--- config.mk ---
export PLATFORM = sky130hd
export DESIGN_NAME = race_controller_flat
export DESIGN_NICKNAME = d
export VERILOG_FILES = /design/src/rtl/race_pkg.sv /design/src/rtl/race_controller_if.sv /design/src/rtl/rc_holdoff.sv /design/src/rtl/race_controller.sv /design/src/flat_wrapper.sv
export SDC_FILE = /design/constraint.sdc
export NUM_CORES = 1
export LEC_CHECK = 0
export CORE_UTILIZATION = 54
export CTS_CLUSTER_DIAMETER = 200
export CTS_CLUSTER_SIZE = 30
export DETAILED_ROUTE_END_ITERATION = 16
export PLACE_DENSITY_LB_ADDON = 0.08
export SLEW_MARGIN = 20
export SYNTH_ARGS = -nofsm -noshare
export SYNTH_HDL_FRONTEND = slang
export SYNTH_SLANG_ARGS = --single-unit
--- constraint.sdc ---
create_clock -name pclk -period 1.9 [get_ports pclk]
set_clock_uncertainty 0.05 [all_clocks]
set_input_delay 0.285 -clock pclk [delete_from_list [all_inputs] [get_ports pclk]]
set_output_delay 0.285 -clock pclk [all_outputs]
set_load 0.005 [all_outputs]
--- src/rtl/race_pkg.sv ---
// Shared types and constants for the race sequencer.
// Holds the FSM state encoding, countdown start value and lap counter width.
package race_pkg;

  localparam int STATE_W = 2;
  localparam int LAP_W = 4;
  localparam logic [1:0] CD_START = 2'd3;

  typedef enum logic [STATE_W-1:0] {
    IDLE      = 2'd0,
    COUNTDOWN = 2'd1,
    RACING    = 2'd2,
    FINISHED  = 2'd3
  } state_e;

  function automatic int clog2_min1(input int n);
    return (n <= 2) ? 1 : $clog2(n);
  endfunction

endpackage

--- src/rtl/race_controller_if.sv ---
// Track-side inputs and lap-timer-side outputs of the race sequencer.
// The master drives the race inputs; the slave (race_controller) drives the status and strobes.
interface race_controller_if;
  import race_pkg::*;

  logic               race_req;
  logic               abort;
  logic               lap_line;
  logic               throttle;
  logic               start;
  logic               stop;
  logic               lap_finished;
  logic [1:0]         countdown;
  logic               go_light;
  logic [LAP_W-1:0]   lap_count;
  logic               race_over;
  logic               false_start;
  logic [STATE_W-1:0] state;

  modport master (
    output race_req, abort, lap_line, throttle,
    input  start, stop, lap_finished, countdown, go_light, lap_count,
           race_over, false_start, state
  );

  modport slave (
    input  race_req, abort, lap_line, throttle,
    output start, stop, lap_finished, countdown, go_light, lap_count,
           race_over, false_start, state
  );

endinterface

--- src/rtl/rc_holdoff.sv ---
// Lap-line qualifier: accepts a crossing only when the hold-off counter is idle, then reloads it.
// accept_o is combinational from lap_line_i; no backpressure, a dropped crossing is simply lost.
module rc_holdoff
  import race_pkg::*;
#(
  parameter int LAP_HOLDOFF = 32_500_000
) (
  input  logic pclk,
  input  logic rst,
  input  logic en_i,
  input  logic clr_i,
  input  logic lap_line_i,
  output logic accept_o
);

  localparam int CNT_W = clog2_min1(LAP_HOLDOFF);
  localparam logic [CNT_W-1:0] LOAD = CNT_W'(LAP_HOLDOFF - 1);

  logic [CNT_W-1:0] cnt_q, cnt_d;

  assign accept_o = en_i & lap_line_i & (cnt_q == '0);

  always_comb begin
    cnt_d = cnt_q;
    if (clr_i) begin
      cnt_d = '0;
    end else if (accept_o) begin
      cnt_d = LOAD;
    end else if (cnt_q != '0) begin
      cnt_d = cnt_q - CNT_W'(1);
    end
  end

  always_ff @(posedge pclk) begin
    if (!rst) begin
      cnt_q <= '0;
    end else begin
      cnt_q <= cnt_d;
    end
  end

endmodule

--- src/rtl/race_controller.sv ---
// Race sequencer: 3-2-1-GO countdown, start/stop strobes, qualified laps; all outputs registered.
// Optional RACE_FALSE_START_EN aborts the countdown on throttle and latches false_start.
module race_controller
  import race_pkg::*;
#(
  parameter int TICKS_PER_STEP = 65_000_000,
  parameter int LAPS           = 3,
  parameter int LAP_HOLDOFF    = 32_500_000
) (
  input  logic             pclk,
  input  logic             rst,
  race_controller_if.slave rc
);

  localparam int STEP_W = clog2_min1(TICKS_PER_STEP);
  localparam logic [STEP_W-1:0] STEP_LAST = STEP_W'(TICKS_PER_STEP - 1);
  localparam logic [LAP_W-1:0]  LAPS_L    = LAP_W'(LAPS);

  state_e             state_q, state_d;
  logic [STEP_W-1:0]  step_q, step_d;
  logic [1:0]         cd_q, cd_d;
  logic [LAP_W-1:0]   laps_q, laps_d;
  logic               start_q, start_d;
  logic               stop_q, stop_d;
  logic               lapf_q, lapf_d;
  logic               fs_q, fs_d;
  logic               go_q, over_q;
  logic               req_prev_q;
  logic               req_edge;
  logic               fs_trip;
  logic               lap_accept;

  assign req_edge = rc.race_req & ~req_prev_q;

`ifdef RACE_FALSE_START_EN
  assign fs_trip = (state_q == COUNTDOWN) & rc.throttle;
`else
  logic unused_throttle;
  assign unused_throttle = rc.throttle;
  assign fs_trip = 1'b0;
`endif

  // Hold-off is kept clear outside RACING so the first racing cycle can accept a crossing.
  rc_holdoff #(.LAP_HOLDOFF(LAP_HOLDOFF)) u_holdoff (
    .pclk       (pclk),
    .rst        (rst),
    .en_i       ((state_q == RACING) && !rc.abort),
    .clr_i      (state_q != RACING),
    .lap_line_i (rc.lap_line),
    .accept_o   (lap_accept)
  );

  always_comb begin
    state_d = state_q;
    step_d  = step_q;
    cd_d    = cd_q;
    laps_d  = laps_q;
    start_d = 1'b0;
    stop_d  = 1'b0;
    lapf_d  = 1'b0;
`ifdef RACE_FALSE_START_EN
    fs_d    = req_edge ? 1'b0 : fs_q;
`else
    fs_d    = 1'b0;
`endif
    case (state_q)
      IDLE: begin
        if (!rc.abort && req_edge) begin
          state_d = COUNTDOWN;
          cd_d    = CD_START;
          step_d  = '0;
          laps_d  = '0;
        end
      end
      COUNTDOWN: begin
        if (rc.abort || fs_trip) begin
          state_d = IDLE;
          cd_d    = 2'd0;
          laps_d  = '0;
          if (fs_trip) fs_d = 1'b1;
        end else if (step_q == STEP_LAST) begin
          step_d = '0;
          if (cd_q == 2'd1) begin
            state_d = RACING;
            cd_d    = 2'd0;
            start_d = 1'b1;
          end else begin
            cd_d = cd_q - 2'd1;
          end
        end else begin
          step_d = step_q + STEP_W'(1);
        end
      end
      RACING: begin
        if (rc.abort) begin
          state_d = IDLE;
          stop_d  = 1'b1;
          laps_d  = '0;
        end else if (lap_accept) begin
          lapf_d = 1'b1;
          laps_d = laps_q + LAP_W'(1);
          if (laps_d == LAPS_L) begin
            stop_d  = 1'b1;
            state_d = FINISHED;
          end
        end
      end
      FINISHED: begin
        if (rc.abort) begin
          state_d = IDLE;
          laps_d  = '0;
        end else if (req_edge) begin
          state_d = COUNTDOWN;
          cd_d    = CD_START;
          step_d  = '0;
          laps_d  = '0;
        end
      end
    endcase
  end

  always_ff @(posedge pclk) begin
    if (!rst) begin
      state_q    <= IDLE;
      step_q     <= '0;
      cd_q       <= 2'd0;
      laps_q     <= '0;
      start_q    <= 1'b0;
      stop_q     <= 1'b0;
      lapf_q     <= 1'b0;
      fs_q       <= 1'b0;
      go_q       <= 1'b0;
      over_q     <= 1'b0;
      req_prev_q <= 1'b0;
    end else begin
      state_q    <= state_d;
      step_q     <= step_d;
      cd_q       <= cd_d;
      laps_q     <= laps_d;
      start_q    <= start_d;
      stop_q     <= stop_d;
      lapf_q     <= lapf_d;
      fs_q       <= fs_d;
      go_q       <= (state_d == RACING);
      over_q     <= (state_d == FINISHED);
      req_prev_q <= rc.race_req;
    end
  end

  assign rc.start        = start_q;
  assign rc.stop         = stop_q;
  assign rc.lap_finished = lapf_q;
  assign rc.countdown    = cd_q;
  assign rc.go_light     = go_q;
  assign rc.lap_count    = laps_q;
  assign rc.race_over    = over_q;
  assign rc.false_start  = fs_q;
  assign rc.state        = state_q;

endmodule

--- src/flat_wrapper.sv ---
// flat-port wrapper written by rule: the top's interface ports become plain ports
module race_controller_flat import race_pkg::*;
#(
  parameter int TICKS_PER_STEP = 65_000_000,
  parameter int LAPS           = 3,
  parameter int LAP_HOLDOFF    = 32_500_000
)
  (pclk, rst, rc_race_req, rc_abort, rc_lap_line, rc_throttle, rc_start, rc_stop, rc_lap_finished, rc_countdown, rc_go_light, rc_lap_count, rc_race_over, rc_false_start, rc_state);
  race_controller_if rc_i ();
  input  logic pclk;
  input  logic rst;
  input wire logic [$bits(rc_i.race_req)-1:0] rc_race_req;
  input wire logic [$bits(rc_i.abort)-1:0] rc_abort;
  input wire logic [$bits(rc_i.lap_line)-1:0] rc_lap_line;
  input wire logic [$bits(rc_i.throttle)-1:0] rc_throttle;
  output wire logic [$bits(rc_i.start)-1:0] rc_start;
  output wire logic [$bits(rc_i.stop)-1:0] rc_stop;
  output wire logic [$bits(rc_i.lap_finished)-1:0] rc_lap_finished;
  output wire logic [$bits(rc_i.countdown)-1:0] rc_countdown;
  output wire logic [$bits(rc_i.go_light)-1:0] rc_go_light;
  output wire logic [$bits(rc_i.lap_count)-1:0] rc_lap_count;
  output wire logic [$bits(rc_i.race_over)-1:0] rc_race_over;
  output wire logic [$bits(rc_i.false_start)-1:0] rc_false_start;
  output wire logic [$bits(rc_i.state)-1:0] rc_state;
  assign rc_i.race_req = rc_race_req;
  assign rc_i.abort = rc_abort;
  assign rc_i.lap_line = rc_lap_line;
  assign rc_i.throttle = rc_throttle;
  assign rc_start = rc_i.start;
  assign rc_stop = rc_i.stop;
  assign rc_lap_finished = rc_i.lap_finished;
  assign rc_countdown = rc_i.countdown;
  assign rc_go_light = rc_i.go_light;
  assign rc_lap_count = rc_i.lap_count;
  assign rc_race_over = rc_i.race_over;
  assign rc_false_start = rc_i.false_start;
  assign rc_state = rc_i.state;
  race_controller #(.TICKS_PER_STEP(TICKS_PER_STEP), .LAPS(LAPS), .LAP_HOLDOFF(LAP_HOLDOFF)) u_core (.pclk(pclk), .rst(rst), .rc(rc_i));
endmodule
==> impl_metrics.py, run 1 <==
metrics = {
    "place": {
        "routabilityCongestion": 0.8404,
        "port_buffers": 17,
        "hpwl_um": 6286,
        "post-place-ws_ns": -0.3887,
        "dp.cells": 558,
        "placed_cell_area_mm2": 0.004302,
    },
    "setup_path": {
        "critPathBufInv": 4,
        "r2r_cells": 9,
        "worst-path-max-fanout": 6,
        "crit_path_end_kind": "flop",
        "slowest_delay_ns": 0.42,
        "cp.required_ns": 2.04,
        "start_kind": "flop",
        "timing.rr.start": "u_core.u_holdoff.cnt_q[20]",
        "reg2reg_slack_ns": -0.34,
        "cpLargestDelayFamily": "simple AND/OR/NAND/NOR gates",
        "r2r-end": "u_core.u_holdoff.cnt_q[15]",
        "crit_chain": "buf_4 -> nor4_4 -> nand2_2 -> buf_6 -> buf_4 -> buf_6 -> nor3_4 -> nor3_1 -> a211oi_1",
        "crit_slowest_cell": "a211oi_1",
        "crit_arrival_ns": 2.38,
        "crit_type": "reg -> reg",
    },
    "sta": {
        "slew_violations": 0,
        "rsz0062_at_grt": "true",
        "setup_ws_ns": -0.3426,
        "clock.fmax_mhz": 445.9,
        "slew_headroom": 0.6577,
        "fin_crit_sh": 1.180,
        "hold_viol_final": 0,
        "finalSetupTns_ns": -3.297,
        "final.min_clock_period_ns": 2.243,
        "tightest_slew_ns": 0.5104,
        "finalSetupViolations": 33,
        "holdWs_ns": 0.4399,
    },
    "layout": {
        "final_area_mm2": 0.005091,
        "drive_gt1_frac": 0.3872,
        "num-nets-final": 523,
        "fin_util": 0.8400,
        "antennaDiodeCount": 0,
        "synthToLayoutAreaGrowth_pct": 47.37,
        "fin_cells": 589,
        "n_fill_cell": 342,
    },
    "clocking": {
        "clock_latency_ns": 0.35,
        "h-tree-depth": 3,
        "path_clk_slew_ns": 0.08,
        "numClockSinks": 65,
        "cts_buffers": 9,
        "cts_buffer_depth": 2,
        "cts_root_buffer": "clkbuf_8",
        "cts_tree": "done",
    },
    "route": {
        "dr.pass1.iters": 6,
        "drt_iter0_markers": 293,
        "num_vias": 3795,
        "viasPerCell": 6.443,
        "detail_route.wirelength_um": 11520,
        "wl_per_cell_um": 19.56,
        "drc_errors": 0,
        "ant_nets": 0,
    },
    "yosys": {
        "synth_fa_ha_area_frac": 0.02173,
        "ys_warn_count": 0,
        "yosysTopAreaCellShare": 0.3767,
        "synth_top_family_by_area": "simple AND/OR/NAND/NOR gates",
        "synthFlopType": "dfxtp_1",
        "yosys.area_share.simple": 0.3332,
        "ys_seq_area_frac": 0.3767,
        "yosys.area_share.xor_xnor": 0.04564,
        "synth_edf_count": 0,
        "synthCells": 395,
        "synth_compound_area_frac": 0.1804,
        "syn_nets": 407,
        "synthTopCellsByArea": "dfxtp_1 38%, nor2_1 5.0%, nand4_1 3.1%",
        "synth_area_per_cell_um2": 8.746,
        "synth_top_cell_by_area": "dfxtp_1",
        "ys_types": 63,
        "ys_seq_elements": 65,
        "synthesis.area_mm2": 0.003455,
        "synthMuxAreaShare": 0.005795,
        "synth_async_sr_flop_share": 0,
    },
    "global_route": {
        "track_usage": 0.2878,
        "antenna_found_initial": 1,
        "grt-ovfl-total": 0,
        "grt_pass1_wl_um": 14740,
        "grt_pass1_vias": 3312,
        "grt_max_degree": 20,
    },
    "floorplan": {
        "design.die.area_mm2": 0.006722,
        "fp.dieH_um": 81.99,
        "row_count": 28,
        "fp.coreArea_mm2": 0.006061,
        "initial_core_util": 0.5700,
        "top_level_ports": 20,
        "die_w_um": 81.99,
    },
    "hold_path": {
        "hp-start": "u_core.step_q[25]",
        "min_to": "u_core.step_q[25]",
        "hold_depth": 2,
        "min_path_type": "reg -> reg",
    },
    "run": {
        "maxCapViolations": 0,
    },
    "pwr": {
        "power.total_mw": 2.743,
        "ir_worst_vdd_v": 0.0004080,
        "power_leakage_nw": 1.949,
        "power_density_mw_per_mm2": 538.7,
    },
    "run_status": {
        "status": "finished with violations",
        "violations": "setup timing",
    },
}
repair_timing:
action / CTS / global route
pin swaps: 23 / 38
setup buffers: 5 / 14
setup endpoints to repair: 33 / 58
endpoints found under the hold margin: 0 / 0
gates cloned: 1 / 1
hold buffers: 0 / 0
gates resized for setup: 37 / 67
placed cells by master (no fill, tap or decap), types with 11 or more instances in the layout:
| cell type | count |
|---|---|
| a311oi_1 | 11 |
| dfxtp_2 | 13 |
| a211oi_2 | 11 |
| clkbuf_8 | 12 |
| nand2_1 | 22 |
| nand4_1 | 17 |
| nor2_1 | 43 |
| clkdlybuf4s50_1 | 17 |
| buf_4 | 87 |
| dfxtp_1 | 51 |
| nor3_1 | 11 |
| buf_6 | 13 |
cell type report:
cell class,count,area [um^2],area share
clock buffer,12,165.2,0.03244
clock inverter,2,37.54,0.007373
inverter,12,45.04,0.008847
multi-input combinational,304,2419,0.4751
sequential,65,1321,0.2595
tap,75,93.84,0.01843
timing repair buffer,119,1010,0.1983
state kept, by name, indices dropped and copies added, names as in the netlist:
register / count
u_core.step_q: 26
u_core.u_holdoff.cnt_q: 25
u_core.rc.lap_count: 4
u_core.rc.countdown: 2
u_core.rc.state: 2
u_core.rc.go_light: 1
u_core.rc.lap_finished: 1
u_core.rc.race_over: 1
u_core.rc.start: 1
u_core.rc.stop: 1
u_core.req_prev_q: 1
cell families (layout without fill, tap and decap cells):
kind of cell | count (synthesis) | count (layout)
muxes | 2 | 2
other | 1 | 1
xor gates and xnor gates | 18 | 18
adders and majority gates | 6 | 6
AOI/OAI and AO/OA | 86 | 87
buffers and inverters | 27 | 145
and+or+nand+nor | 190 | 190
DFF | 65 | 65
Yosys cell counts, types with 4 or more instances:
cell      count
or3_1         5
nand2b_1      7
a21boi_1      5
nand4b_1      5
clkbuf_1      9
and4_1        4
a311oi_1     11
nand4_1      17
nor2_1       46
ha_1          6
o21ai_0       8
a21oi_1      11
nand2_1      23
xor2_1        9
xnor2_1       9
dfxtp_1      65
nor4_1       13
inv_1        11
nand3_1      10
and2_1        6
nand3b_1      4
a211oi_1     14
nor2b_1       5
a21o_1        5
a31oi_1       7
nor3_1       16
layer usage:
| layer | global-route usage | part of all wire |
|---|---|---|
| met1 | 0.3317 | 0.41 |
| met2 | 0.5107 | 0.50 |
| met3 | 0.04000 | 0.055 |
| met4 | 0.1526 | 0.039 |
| met5 | 0 | 0.0016 |
power by group:
part | leakage [nW] | switching (mW) | total [mW] | internal (mW)
Clock | 0.101 | 0.532 | 1.23 | 0.699
Sequential | 0.532 | 0.00449 | 1.37 | 1.37
Combinational | 1.32 | 0.0761 | 0.140 | 0.0639
Total | 1.95 | 0.613 | 2.74 | 2.13
worst register-to-register path: cells and delay by family, from the launching register on:
| family | cells | cell delay, ns |
|---|---|---|
| simple gates | 4 | 0.74 |
| compound gates | 1 | 0.42 |
| flops | 1 | 0.32 |
| buf+inv | 4 | 0.56 |
worst max-delay path by stage:
stage / startpoint / end / slack, ns / cells after the start
5_1_grt: u_core.u_holdoff.cnt_q[12] / u_core.u_holdoff.cnt_q[15] / -0.47 / 7
3_5_place_dp: rc_abort / u_core.u_holdoff.cnt_q[20] / -0.39 / 7
4_1_cts: u_core.u_holdoff.cnt_q[19] / u_core.u_holdoff.cnt_q[23] / -0.03 / 6
2_1_floorplan: u_core.u_holdoff.cnt_q[20] / u_core.u_holdoff.cnt_q[23] / -0.05 / 5
6_report: u_core.u_holdoff.cnt_q[20] / u_core.u_holdoff.cnt_q[15] / -0.34 / 9
3_3_place_gp: rc_abort / u_core.u_holdoff.cnt_q[9] / -0.33 / 7
No activity file was read; power rests on OpenSTA's default activity.
==> inputs of run 2 (changes only) <==
--- a/config.mk
+++ b/config.mk
@@ -5,6 +5,7 @@
 export SDC_FILE = /design/constraint.sdc
 export NUM_CORES = 1
 export LEC_CHECK = 0
+export CORE_ASPECT_RATIO = 0.6
 export CORE_UTILIZATION = 54
 export CTS_CLUSTER_DIAMETER = 200
 export CTS_CLUSTER_SIZE = 30
==> impl_metrics.py, run 2 (same netlist as run 1, synthesis figures left out) <==
metrics = {
    "layout": {
        "largest_reg_flops": 26,
        "synthToLayoutAreaGrowth_pct": 50.78,
        "mostFrequentLayoutCell": "buf_4",
        "fin_util": 0.8486,
        "num-nets-final": 532,
        "drive_gt1_frac": 0.4076,
        "regMostFlops": "u_core.step_q",
        "antennaDiodeCount": 0,
        "multi_input_area_mm2": 0.002425,
        "mostFrequentLayoutCells": "95 x buf_4, 51 x dfxtp_1, 44 x nor2_1",
        "n_fill_cell": 311,
        "register_area_mm2": 0.001321,
    },
    "route": {
        "ant_nets": 0,
        "viasPerCell": 6.608,
        "num_vias": 4024,
        "drc_errors": 0,
        "drt_iter0_markers": 476,
        "maxUsedRoutingLayer": "met4",
        "wl_met1_um": 5270,
        "detail_route.wirelength_um": 13110,
        "dr.pass1.iters": 5,
        "wl_met2_um": 5569,
        "wl_met3_um": 1606,
        "wl_per_cell_um": 21.53,
    },
    "place": {
        "post-place-ws_ns": -0.5378,
        "port_buffers": 17,
        "routabilityCongestion": 0.8586,
        "hpwl_um": 7222,
    },
    "global_route": {
        "grt_pass1_vias": 3509,
        "antenna_found_initial": 0,
        "grt_pass1_wl_um": 17640,
        "grt-ovfl-total": 0,
        "grt_max_degree": 20,
        "track_usage": 0.3428,
    },
    "floorplan": {
        "top_level_ports": 20,
        "fp.dieH_um": 63.96,
        "fp.coreArea_mm2": 0.006138,
        "initial_core_util": 0.5628,
        "row_count": 22,
        "die_w_um": 105.3,
        "design.die.area_mm2": 0.006732,
    },
    "setup_path": {
        "cpMostUsedCell": "buf_4",
        "start_kind": "flop",
        "slowest_delay_ns": 0.39,
        "crit_path_end_kind": "flop",
        "crit_arrival_ns": 2.32,
        "worst-path-max-fanout": 7,
        "cpLargestDelayFamily": "simple AND/OR/NAND/NOR gates",
        "crit_chain": "buf_4 -> nor4bb_4 -> nand2_2 -> nor3_4 -> buf_4 -> a211oi_2 -> a311oi_1",
        "crit_type": "reg -> reg",
        "crit_slowest_cell": "dfxtp_1",
        "cp.required_ns": 2.12,
        "critPathBufInv": 2,
    },
    "pwr": {
        "p_sw_uw": 667.9,
        "p_seq_frac": 0.474,
        "combPwrFrac": 0.059,
        "power_density_mw_per_mm2": 555.7,
        "switching_share": 0.2308,
        "power_leakage_nw": 1.973,
        "ir_worst_vdd_v": 0.0004572,
        "clockPowerShare": 0.467,
        "p_int_mw": 2.226,
    },
    "clocking": {
        "path_clk_slew_ns": 0.07,
        "numClockSinks": 65,
        "cts_tree": "done",
        "cts_buffers": 9,
        "clock_latency_ns": 0.37,
        "cts_buffer_depth": 2,
        "cts_root_buffer": "clkbuf_8",
        "h-tree-depth": 3,
        "cts_hold_buffers": 0,
    },
    "sta": {
        "clock.fmax_mhz": 476.4,
        "rsz0062_at_grt": "true",
        "finalSetupViolations": 54,
        "slew_violations": 0,
        "final.min_clock_period_ns": 2.099,
        "setup_ws_ns": -0.1991,
        "fin_crit_sh": 1.105,
        "hold_viol_final": 0,
        "tightest_slew_ns": 0.5149,
        "holdWs_ns": 0.4519,
        "slew_headroom": 0.6536,
    },
    "run": {
        "maxCapViolations": 0,
    },
    "run_status": {
        "violations": "setup timing",
        "status": "finished with violations",
    },
    "hold_path": {
        "min_path_type": "reg -> reg",
    },
}
-- run 2: path summary, 6_finish.rpt --
kind	from	endpoint	slack [ns]	cells past startpoint
setup reg to reg	u_core.rc.state[1]	u_core.u_holdoff.cnt_q[4]	-0.20	7
hold / removal	u_core.step_q[25]	u_core.step_q[25]	0.45	2
hold reg to reg	u_core.step_q[25]	u_core.step_q[25]	0.45	2
setup / recovery	u_core.rc.state[1]	u_core.u_holdoff.cnt_q[4]	-0.20	7
-- run 2: cell type report --
class	instances	share of cell area
clock buffers	15	0.03771
repair buffers	129	0.2085
clock inverters	1	0.005765
flip-flops and latches	65	0.2537
well taps	84	0.02018
inverters	12	0.008648
multi-input cells	303	0.4655
-- run 2: metal layers --
metal  track usage  vias to the layer above
li1              -                     1751
met1        0.4778                     1863
met2        0.5058                      322
met3       0.09592                       88
met4        0.1215                        0
met5             0                        -
-- run 2: timing repair --
| action | in CTS | in global routing |
|---|---|---|
| setup endpoints to repair | 34 | 62 |
| pin swaps | 16 | 29 |
| gates cloned | 0 | 1 |
| resized for setup | 48 | 59 |
| buffers inserted | 9 | 11 |
| hold endpoints to repair | 0 | 0 |
-- run 2: metrics by stage --
step	instances	cell area, um^2	TNS, ns	power (mW)
finish	609	5209	-3.886	2.894
global route	609	5209	-6.399	2.949
CTS	597	4877	-0.8782	2.848
detailed placement	572	4338	-14.86	1.538
global placement	572	4338	-11.11	1.534
floorplan	395	3457	-0.09147	1.474
-- run 2: power by group through the flow --
stage               clock network, mW  logic (mW)  registers, mW
CTS                              1.34       0.138           1.37
floorplan                           0      0.0699           1.40
global route                     1.40       0.178           1.37
detailed placement                  0       0.133           1.40
finish                           1.35       0.169           1.37
global placement                    0       0.130           1.40
-- run 2: worst reg2reg max path, stage by stage (launching register included) --
cell and delay [ns]:
dfxtp_1 0.39, buf_4 0.19, nor4bb_4 0.39, nand2_2 0.15, nor3_4 0.28, buf_4 0.22, a211oi_2 0.06, a311oi_1 0.27
==> inputs of run 3 (changes only) <==
--- a/config.mk
+++ b/config.mk
@@ -6,7 +6,7 @@
 export NUM_CORES = 1
 export LEC_CHECK = 0
 export CORE_ASPECT_RATIO = 0.6
-export CORE_UTILIZATION = 54
+export CORE_UTILIZATION = 64
 export CTS_CLUSTER_DIAMETER = 200
 export CTS_CLUSTER_SIZE = 30
 export DETAILED_ROUTE_END_ITERATION = 16
==> constraint.sdc (replaced) <==
create_clock -name pclk -period 2.7 [get_ports pclk]
set_clock_uncertainty 0.05 [all_clocks]
set_input_delay 0.405 -clock pclk [delete_from_list [all_inputs] [get_ports pclk]]
set_output_delay 0.405 -clock pclk [all_outputs]
set_load 0.005 [all_outputs]
==> impl_metrics.py, run 3 (same netlist as run 1, synthesis figures left out) <==
metrics = {
    "layout": {
        "multi_input_area_mm2": 0.002031,
        "largest_reg_flops": 26,
        "regMostFlops": "u_core.step_q",
        "n_fill_cell": 384,
        "final_area_mm2": 0.003971,
        "register_area_mm2": 0.001301,
        "drive_gt1_frac": 0.1103,
        "antennaDiodeCount": 0,
        "num-nets-final": 433,
        "synthToLayoutAreaGrowth_pct": 14.96,
        "mostFrequentLayoutCell": "dfxtp_1",
        "mostFrequentLayoutCells": "65 x dfxtp_1, 46 x nor2_1, 23 x nand2_1",
    },
    "route": {
        "num_vias": 3299,
        "drc_errors": 0,
        "ant_nets": 0,
        "dr.pass1.iters": 5,
        "viasPerCell": 6.705,
        "drt_iter0_markers": 381,
        "detail_route.wirelength_um": 8743,
        "wl_per_cell_um": 17.77,
    },
    "clocking": {
        "cts_root_buffer": "clkbuf_8",
        "numClockSinks": 65,
        "cts_tree": "done",
        "cts_buffers": 9,
        "path_clk_slew_ns": 0.07,
        "cts_buffer_depth": 2,
        "h-tree-depth": 3,
        "clock_latency_ns": 0.35,
        "cts_resized": 0,
        "cts_hold_buffers": 0,
        "post-cts-setup-buffers": 0,
    },
    "setup_path": {
        "reg2reg_slack_ns": 0.21,
        "r2r_cells": 7,
        "r2r-end": "u_core.u_holdoff.cnt_q[20]",
        "critPathBufInv": 1,
        "timing.rr.start": "u_core.u_holdoff.cnt_q[0]",
        "crit_slowest_cell": "or3b_2",
        "slowest_delay_ns": 0.51,
        "worst-path-max-fanout": 11,
        "cpLargestDelayFamily": "simple AND/OR/NAND/NOR gates",
        "crit_arrival_ns": 2.67,
        "crit_chain": "inv_1 -> ha_1 -> or3b_2 -> nor4_1 -> a21oi_1 -> o311ai_0 -> nand2_1",
        "start_kind": "flop",
        "crit_type": "reg -> reg",
        "cp.required_ns": 2.88,
        "crit_path_end_kind": "flop",
    },
    "sta": {
        "fin_crit_sh": 0.9221,
        "slew_headroom": 0.4312,
        "hold_viol_final": 0,
        "rsz0062_at_grt": "false",
        "holdWs_ns": 0.4450,
        "finalSetupViolations": 0,
        "slew_violations": 0,
        "clock.fmax_mhz": 401.7,
        "tightest_slew_ns": 0.8532,
        "final.min_clock_period_ns": 2.490,
        "finalSetupTns_ns": 0,
    },
    "hold_path": {
        "hold_depth": 2,
        "min_path_type": "reg -> reg",
        "min_to": "u_core.u_holdoff.cnt_q[7]",
        "hp-start": "u_core.u_holdoff.cnt_q[7]",
    },
    "place": {
        "routabilityCongestion": 0.8687,
        "port_buffers": 17,
        "placed_cell_area_mm2": 0.003727,
        "hpwl_um": 6157,
    },
    "floorplan": {
        "top_level_ports": 20,
        "row_count": 20,
        "design.die.area_mm2": 0.005705,
        "fp.dieH_um": 58.91,
        "initial_core_util": 0.6734,
        "die_w_um": 96.85,
        "fp.coreArea_mm2": 0.005130,
    },
    "pwr": {
        "clockPowerShare": 0.495,
        "p_int_mw": 1.630,
        "power_leakage_nw": 1.362,
        "p_seq_frac": 0.469,
        "power_density_mw_per_mm2": 520.1,
        "p_sw_uw": 435.3,
        "combPwrFrac": 0.037,
        "ir_worst_vdd_v": 0.0003299,
        "switching_share": 0.2108,
    },
    "global_route": {
        "grt_pass1_vias": 2908,
        "grt_max_degree": 20,
        "grt_pass1_wl_um": 14320,
        "grt-ovfl-total": 0,
        "track_usage": 0.3254,
        "antenna_found_initial": 0,
    },
    "run": {
        "maxCapViolations": 0,
    },
    "run_status": {
        "status": "completed",
    },
}
run 3: cell types whose count changed in the layout (fill, tap and decap cells not counted), sizes merged:
cell	previous run	this run
buf	112	13
bufinv	1	3
clkbuf	15	11
clkinv	1	2
clkinvlp	0	1
run 3: area by class of cell:
type,instances,area share
multi-input combinational,303,0.5113
sequential,65,0.3277
clock buffer,11,0.03560
inverter,12,0.01134
tap,66,0.02079
clock inverter,5,0.02583
timing repair buffer,30,0.06742
run 3: stage by stage:
step / std cells / setup slack (ns) / total power [mW] / util
after global placement: 476 / 0.1404 / 1.062 / 0.7266
after floorplan: 395 / 0.7114 / 1.037 / -
after global routing: 492 / 0.03438 / 2.125 / 0.7741
final: 492 / 0.2104 / 2.065 / 0.7741
after CTS: 492 / 0.2965 / 2.077 / 0.7741
after detailed placement: 476 / 0.02730 / 1.064 / 0.7266
run 3: power by group through the flow:
stage | clock network (mW) | logic (mW) | registers (mW)
finish | 1.02 | 0.0756 | 0.968
global route | 1.07 | 0.0839 | 0.968
CTS | 1.03 | 0.0745 | 0.968
detailed placement | 0 | 0.0739 | 0.990
global placement | 0 | 0.0724 | 0.990
floorplan | 0 | 0.0492 | 0.988
run 3: worst min-delay path: cells and delay by family, from the launching register on:
family          cells  cell delay [ns]
flops               1             0.32
compound gates      2             0.14
run 3: routing by layer:
metal,track usage,vias up,wire [um]
met5,0,-,0
met4,0.09382,0,137
met3,0.1033,26,934
met2,0.4658,192,3579
met1,0.4695,1523,4091
li1,-,1558,-
run 3: worst max path at each step:
stage                                          from                    endpoint  depth (start not counted)
after floorplan           u_core.u_holdoff.cnt_q[0]  u_core.u_holdoff.cnt_q[23]                          7
after global placement                     rc_abort  u_core.u_holdoff.cnt_q[20]                          6
after detailed placement                   rc_abort   u_core.u_holdoff.cnt_q[9]                          6
after CTS                 u_core.u_holdoff.cnt_q[0]  u_core.u_holdoff.cnt_q[20]                          7
after global routing      u_core.u_holdoff.cnt_q[0]   u_core.u_holdoff.cnt_q[5]                          7
final                     u_core.u_holdoff.cnt_q[0]  u_core.u_holdoff.cnt_q[20]                          7
